[config.mk]
export PLATFORM = sky130hd
export DESIGN_NAME = iterative_shifter
export DESIGN_NICKNAME = d
export VERILOG_FILES = /design/src/rtl/iterative_shifter.sv
export SDC_FILE = /design/constraint.sdc
export NUM_CORES = 1
export LEC_CHECK = 0
export BUFFER_PORTS_ARGS = -buffer_cell sky130_fd_sc_hd__buf_4
export CAP_MARGIN = 20
export CELL_PAD_IN_SITES_DETAIL_PLACEMENT = 1
export CELL_PAD_IN_SITES_GLOBAL_PLACEMENT = 1
export CORE_MARGIN = 2
export CORE_UTILIZATION = 37
export CTS_BUF_LIST = sky130_fd_sc_hd__clkbuf_4 sky130_fd_sc_hd__clkbuf_8
export CTS_CLUSTER_SIZE = 20
export DETAILED_ROUTE_END_ITERATION = 8
export GPL_TIMING_DRIVEN = 0
export PLACE_DENSITY = 0.83
export SYNTH_ARGS = -nofsm -noshare
export SYNTH_HDL_FRONTEND = slang
export SYNTH_SLANG_ARGS = --single-unit
[constraint.sdc]
create_clock -name CLK -period 1.32 [get_ports CLK]
set_input_delay 0.33 -clock CLK [delete_from_list [all_inputs] [get_ports CLK]]
set_output_delay 0.33 -clock CLK [all_outputs]
set_load 0.02 [all_outputs]
[src/rtl/iterative_shifter.sv]
// Multi-cycle 8-bit shifter: one bit per clock through IDLE -> SHIFT -> FIN.
// Define SHIFTER_ROTATE_EN to add rotate support for CTRL type 2'b10.
module iterative_shifter (
  input  logic       CLK,
  input  logic       RESET,
  input  logic       START,
  input  logic [7:0] DATA,
  input  logic [7:0] CTRL,
  input  logic       DIR,
  output logic [7:0] RESULT,
  output logic       BUSY,
  output logic       DONE
);

  typedef enum logic [1:0] {
    StIdle  = 2'd0,
    StShift = 2'd1,
    StFin   = 2'd2
  } state_e;

  state_e     state_q, state_d;
  logic [7:0] work_q, work_d;
  logic [7:0] result_q, result_d;
  logic [7:0] step_val;
  logic [3:0] cnt_q, cnt_d;
  logic [3:0] cnt_load;
  logic       dir_q, dir_d;
  logic       arith_q, arith_d;
  logic       unused_ctrl;

`ifdef SHIFTER_ROTATE_EN
  logic rot_q, rot_d;
  logic rot_sel;

  assign rot_sel = (CTRL[7:6] == 2'b10);
`endif

  assign unused_ctrl = ^CTRL[5:4];

  // Logical/arithmetic counts saturate at 8; rotate counts wrap modulo 8.
  always_comb begin
    cnt_load = (CTRL[3:0] > 4'd8) ? 4'd8 : CTRL[3:0];
`ifdef SHIFTER_ROTATE_EN
    if (rot_sel) begin
      cnt_load = {1'b0, CTRL[2:0]};
    end
`endif
  end

  // Single-bit step; arithmetic only matters on right shifts.
  always_comb begin
    if (!dir_q) begin
      step_val = {work_q[6:0], 1'b0};
`ifdef SHIFTER_ROTATE_EN
      if (rot_q) begin
        step_val[0] = work_q[7];
      end
`endif
    end else begin
      step_val = {arith_q & work_q[7], work_q[7:1]};
`ifdef SHIFTER_ROTATE_EN
      if (rot_q) begin
        step_val[7] = work_q[0];
      end
`endif
    end
  end

  always_comb begin
    state_d  = state_q;
    work_d   = work_q;
    cnt_d    = cnt_q;
    dir_d    = dir_q;
    arith_d  = arith_q;
    result_d = result_q;
`ifdef SHIFTER_ROTATE_EN
    rot_d    = rot_q;
`endif
    unique case (state_q)
      StIdle: begin
        if (START) begin
          work_d  = DATA;
          cnt_d   = cnt_load;
          dir_d   = DIR;
          arith_d = (CTRL[7:6] == 2'b01);
`ifdef SHIFTER_ROTATE_EN
          rot_d   = rot_sel;
`endif
          if (cnt_load == 4'd0) begin
            state_d  = StFin;
            result_d = DATA;
          end else begin
            state_d = StShift;
          end
        end
      end
      StShift: begin
        work_d = step_val;
        cnt_d  = cnt_q - 4'd1;
        if (cnt_q == 4'd1) begin
          state_d  = StFin;
          result_d = step_val;
        end
      end
      StFin: begin
        state_d = StIdle;
      end
      default: begin
        state_d = StIdle;
      end
    endcase
  end

  always_ff @(posedge CLK) begin
    if (RESET) begin
      state_q  <= StIdle;
      work_q   <= 8'h00;
      cnt_q    <= 4'd0;
      dir_q    <= 1'b0;
      arith_q  <= 1'b0;
      result_q <= 8'h00;
`ifdef SHIFTER_ROTATE_EN
      rot_q    <= 1'b0;
`endif
    end else begin
      state_q  <= state_d;
      work_q   <= work_d;
      cnt_q    <= cnt_d;
      dir_q    <= dir_d;
      arith_q  <= arith_d;
      result_q <= result_d;
`ifdef SHIFTER_ROTATE_EN
      rot_q    <= rot_d;
`endif
    end
  end

  assign RESULT = result_q;
  assign BUSY   = (state_q == StShift);
  assign DONE   = (state_q == StFin);

endmodule

# Word level (Yosys, flattened, before mapping)
# Index checks and enable logic that the tools add are counted.
[word_totals]
output_inout_bits = 10
inputBits = 20
reg_bits = 24
wordCells = 37
[classes]
add_sub_neg = 1
n_bitwise = 1
mux = 14
reduce_logical = 7
n_eq_ne = 7
order_cmp = 1
[ops]
columns = ["cell", "count"]
rows = [
  ["two-way mux 8 bit", 5],
  ["one-hot mux 8 bit (2 select lines)", 2],
  ["two-way mux 4 bit", 2],
  ["one-hot mux 4 bit (2 select lines)", 1],
  ["two-way mux 2 bit", 3],
  ["AND reduction 2 bit", 3],
  ["equality test 2 x 1 -> 1 bit, second input constant", 2],
  ["equality test 4 x 1 -> 1 bit, second input constant", 1],
  ["greater-than comparator 4 bit, second input constant", 1],
  ["logical NOT 4 bit", 1],
  ["inequality test 2 bit, second input constant", 2],
  ["one-hot mux 2 bit (2 select lines)", 1],
  ["AND reduction 4 bit", 1],
  ["subtractor 4 x 1 -> 4 bit, second input constant", 1],
  ["equality test 2 bit, second input constant", 1],
  ["logical NOT 2 bit", 1],
  ["inequality test 2 x 1 -> 1 bit, second input constant", 1],
  ["nonzero test 2 bit", 1],
  ["AND 1 bit", 1],
]

# Longest topological paths before layout
[depth]
ltp_word = 6
mapped_depth = 6
mapped_depth_nobuf = 5

# Least setup slack after synthesis
# No wires, ideal clock.
[synth_path]
kind = "reg2reg"
from = "register state_q[0]"
to = "register result_q[0], in the netlist RESULT[0]"
t_arrival_ns = 1.240
required_time_ns = 1.241
stages_incl_launch_ff = 7
path_slack_ns = 0.001
setup_time_ns = 0.079
synth_period_minus_slack_ns = 1.319
path_buffers = 2
cell_sequence = "dfxtp_1 -> buf_2 -> nor3b_4 -> a32o_2 -> buf_6 -> nor2_2 -> a211oi_2"
[synth_via]
elab_chain_cells = 3
elab_cells_between_ends = 8
classes_between = "eq/ne: 4; mux: 1; reduce/logical: 3"
[synth_lines]
columns = ["element", "line", "text"]
rows = [
  ["from (decl)", "21", "state_e state_q, state_d;"],
  ["from (signal assigned)", "116", "state_q <= StIdle;"],
  ["from (signal assigned)", "126", "state_q <= state_d;"],
  ["equality test 2 x 1 -> 1 bit / logical NOT 2 bit (equally long branches)", "79", "unique case (state_q)"],
  ["inequality test 2 x 1 -> 1 bit (no source line), or another cell as far along", "-", ""],
  ["AND reduction 4 bit (no source line)", "-", ""],
  ["to (signal assigned)", "131", "result_q <= result_d;"],
  ["to (decl)", "23", "logic [7:0] result_q, result_d;"],
]
# Several ways; a longest one is shown, not always the timed one.
# A chain may end at the register's enable or synchronous reset.

# Worst setup path after layout
[layout_path]
from = "register state_q[1]"
to = "output port BUSY"
[layout_via]
elab_chain_cells = 1
[layout_lines]
columns = ["element", "line", "text"]
rows = [
  ["equality test 2 x 1 -> 1 bit", "139", "assign BUSY = (state_q == StShift);"],
  ["to (decl)", "11", "output logic BUSY,"],
]
# No other way between the ends.

==> summary.txt <==
Leak -> 0.6484 nW
Post-Syn Area -> 1274 sq um
Final WL -> 3770 um
First-pass GRT wire length -> 6313 um
# setup viols final -> 20
Hold Path Class -> input pin to flop
Port Buf Inserts -> 27
Post-route ant nets -> 0
P&R area growth vs syn -> 34.28%
CP startpoint -> state_q[1]
Io pins -> 30
F_max -> 656.4 MHz
Slowest stage cell, crit path -> dfxtp_4
Number of distinct library cells after synthesis -> 37
Die area -> 3928 sq um
R2R depth -> 7
H-tree levels -> 1
Routed wl met2 -> 1927 um
Largest area contributor in the netlist -> dfxtp_1
CP Cell Sequence -> or2b_4, clkinv_4, buf_8, buf_6
Hold path cells -> 2
DRT Pass-1 Iters -> 4
Top_reg_cell synth -> dfxtp_1
Hold path startpoint -> RESET
Max_slew headroom -> 59.80%
CP Launch Type -> flop
Yosys warns -> 0
Via count -> 1231
Finished Core Util -> 51.66%
Initial antenna violation count -> 0
Period utilization -> 115.4%
HPWL after detailed placement -> 2524 um
Sequential area share after synthesis -> 37.72%
Final instance area -> 1710 sq um
Worst clock skew -> 0.001032 ns
Worst-path fanout max -> 2
Starting Density -> 38.47%
Worst setup margin -> -0.2034 ns
Row count -> 21
Clock transition at path regs -> 0.13 ns
Grt ovf -> 0
Clk_lat worst skew -> 0.32 ns
Synthesized Nets -> 164
Area after DPL -> 1534 sq um
Final non-filler cell total -> 227
Metal-1 WL -> 1584 um
CP Data Required Time -> 0.99 ns
Final Hold Viols -> 0
Count leader, synth -> dfxtp_1
Largest net degree at the start of global routing -> 13
Syn avg cell area -> 8.970 sq um
FF+latch count, synth -> 24
DR WL met3 -> 129 um
Initial detailed-routing violation count -> 55
Layout net count -> 205
Asr flop ratio synth -> 0%
Total global-route track usage -> 20.37%
Worst Max-Slew Pin Slew -> 0.6030 ns
Cts bufs inserted -> 3
Fin crit period -> 1.523 ns
Slowest Stage Delay on Critical Path -> 0.36 ns
Crit path kind -> flop to primary output
Most frequent cells after synthesis -> dfxtp_1, nand2_1, a21oi_1
Crit path DAT -> 1.19 ns
CTS Buffer Depth -> 2
Number of diodes -> 0
Root Driver -> clkbuf_4
Wire per inst -> 16.61 um
Chip Height -> 62.67 um
Core ar. -> 3311 sq um
CTS tree -> yes
Mapped Cells -> 142
Hold_buf cts -> 0
Uppermost routed layer -> met4
Max Cap Violations -> 0
RSZ-0062 raised after global routing -> yes
Slew Viols, Final -> 0
Number of synthesized flops with an enable pin -> 0
RePlAce Congestion -> 0.8083
Worst VDD drop -> 0.0003983 V
Share of the synthesized area in the top cell type -> 37.72%
Share of layout cells above drive strength 1 -> 40.33%
Chip width -> 62.67 um
Placed Cells -> 215
Clock sink count -> 24
Via density -> 5.423
Status -> finished with violations
Vias in the first global route -> 1308
Reg2Reg Launch Point -> state_q[1]
Pre-CTS setup slack -> -0.2982 ns
PD cells -> 1008 nW/um^2
Crit end category -> primary output
Synth area leaders -> dfxtp_1, o211ai_2, nand2_1
Number of fill cells -> 399
Failing checks -> negative setup slack
DRC viols -> 0
==> cell usage in the layout, fill, tap and decap left out, types with 3 or more instances in the layout <==
cell type,Yosys,routed
buf_4,1,32
a211oi_1,3,3
inv_1,5,5
nand2_1,21,21
nand3_1,3,3
clkbuf_4,0,3
a21oi_2,7,7
nor2_1,9,9
mux2i_1,7,7
dfxtp_1,24,21
a21oi_1,12,12
nand2b_1,3,3
o211ai_1,7,7
o21ai_0,5,5
o211ai_2,7,7
buf_6,1,5
==> cells by family after synthesis <==
| kind of cell | after synthesis | synth area share [%] |
|---|---|---|
| mux | 7 | 5.501 |
| flops | 24 | 37.72 |
| simple gates | 46 | 18.17 |
| buf+inv | 14 | 5.600 |
| fa+ha+maj | 2 | 1.964 |
| compound gates | 49 | 31.04 |
==> routing by layer <==
metal / vias to the layer above / track usage (%)
met1: 588 / 23.12
met2: 35 / 37.37
met3: 13 / 2.883
li1: 595 / -
met5: - / 0
met4: 0 / 9.444
==> where the power goes <==
group / internal [mW] / switching [mW] / leakage, nW / total, mW
Clock: 0.107 / 0.232 / 0.0138 / 0.339
Sequential: 0.784 / 0.0473 / 0.198 / 0.832
Combinational: 0.253 / 0.301 / 0.436 / 0.554
==> flip-flops by register name, summed over array words and instances (netlist names) <==
name,cells
work_q,8
RESULT,8
state_q,2
cnt_q,4
dir_q,1
arith_q,1
==> final cells by class <==
class                      instances  area [sq um]  share of cell area [%]
timing repair buffer              36         301.5                   17.63
clock buffer                       3         22.52                   1.317
inverter                           6         27.53                   1.609
multi-input combinational        104         752.0                   43.96
buffer                             8         62.56                   3.658
tap                               46         57.56                   3.365
sequential                        24         486.7                   28.46
==> worst paths after layout <==
check | to | slack (ns)
min reg2reg | RESULT[6] | 0.47
max reg2reg | RESULT[6] | -0.20
min | RESULT[0] | 0.19
max | BUSY | -0.20
==> worst max-delay path: cells and delay by family (launching register included) <==
| kind | cells | cell delay, ns |
|---|---|---|
| buf+inv | 3 | 0.25 |
| flops | 1 | 0.36 |
| simple gates | 1 | 0.26 |
==> stage by stage <==
| step | hold WS (ns) | TNS (ns) | total power [mW] |
|---|---|---|---|
| after detailed placement | 0.4546 | -3.031 | 1.301 |
| after floorplan | 0.3946 | 0 | 1.142 |
| final | 0.1942 | -2.624 | 1.725 |
| after global placement | 0.4486 | -2.647 | 1.277 |
| after CTS | 0.1985 | -2.649 | 1.679 |
| after global routing | 0.1816 | -3.973 | 1.815 |
==> what timing repair did <==
action,in CTS,in global routing
pin swaps,1,1
buffers inserted,7,2
setup endpoints to repair,20,23
gates resized for setup,10,11
Power figures use the tool's default switching activity.
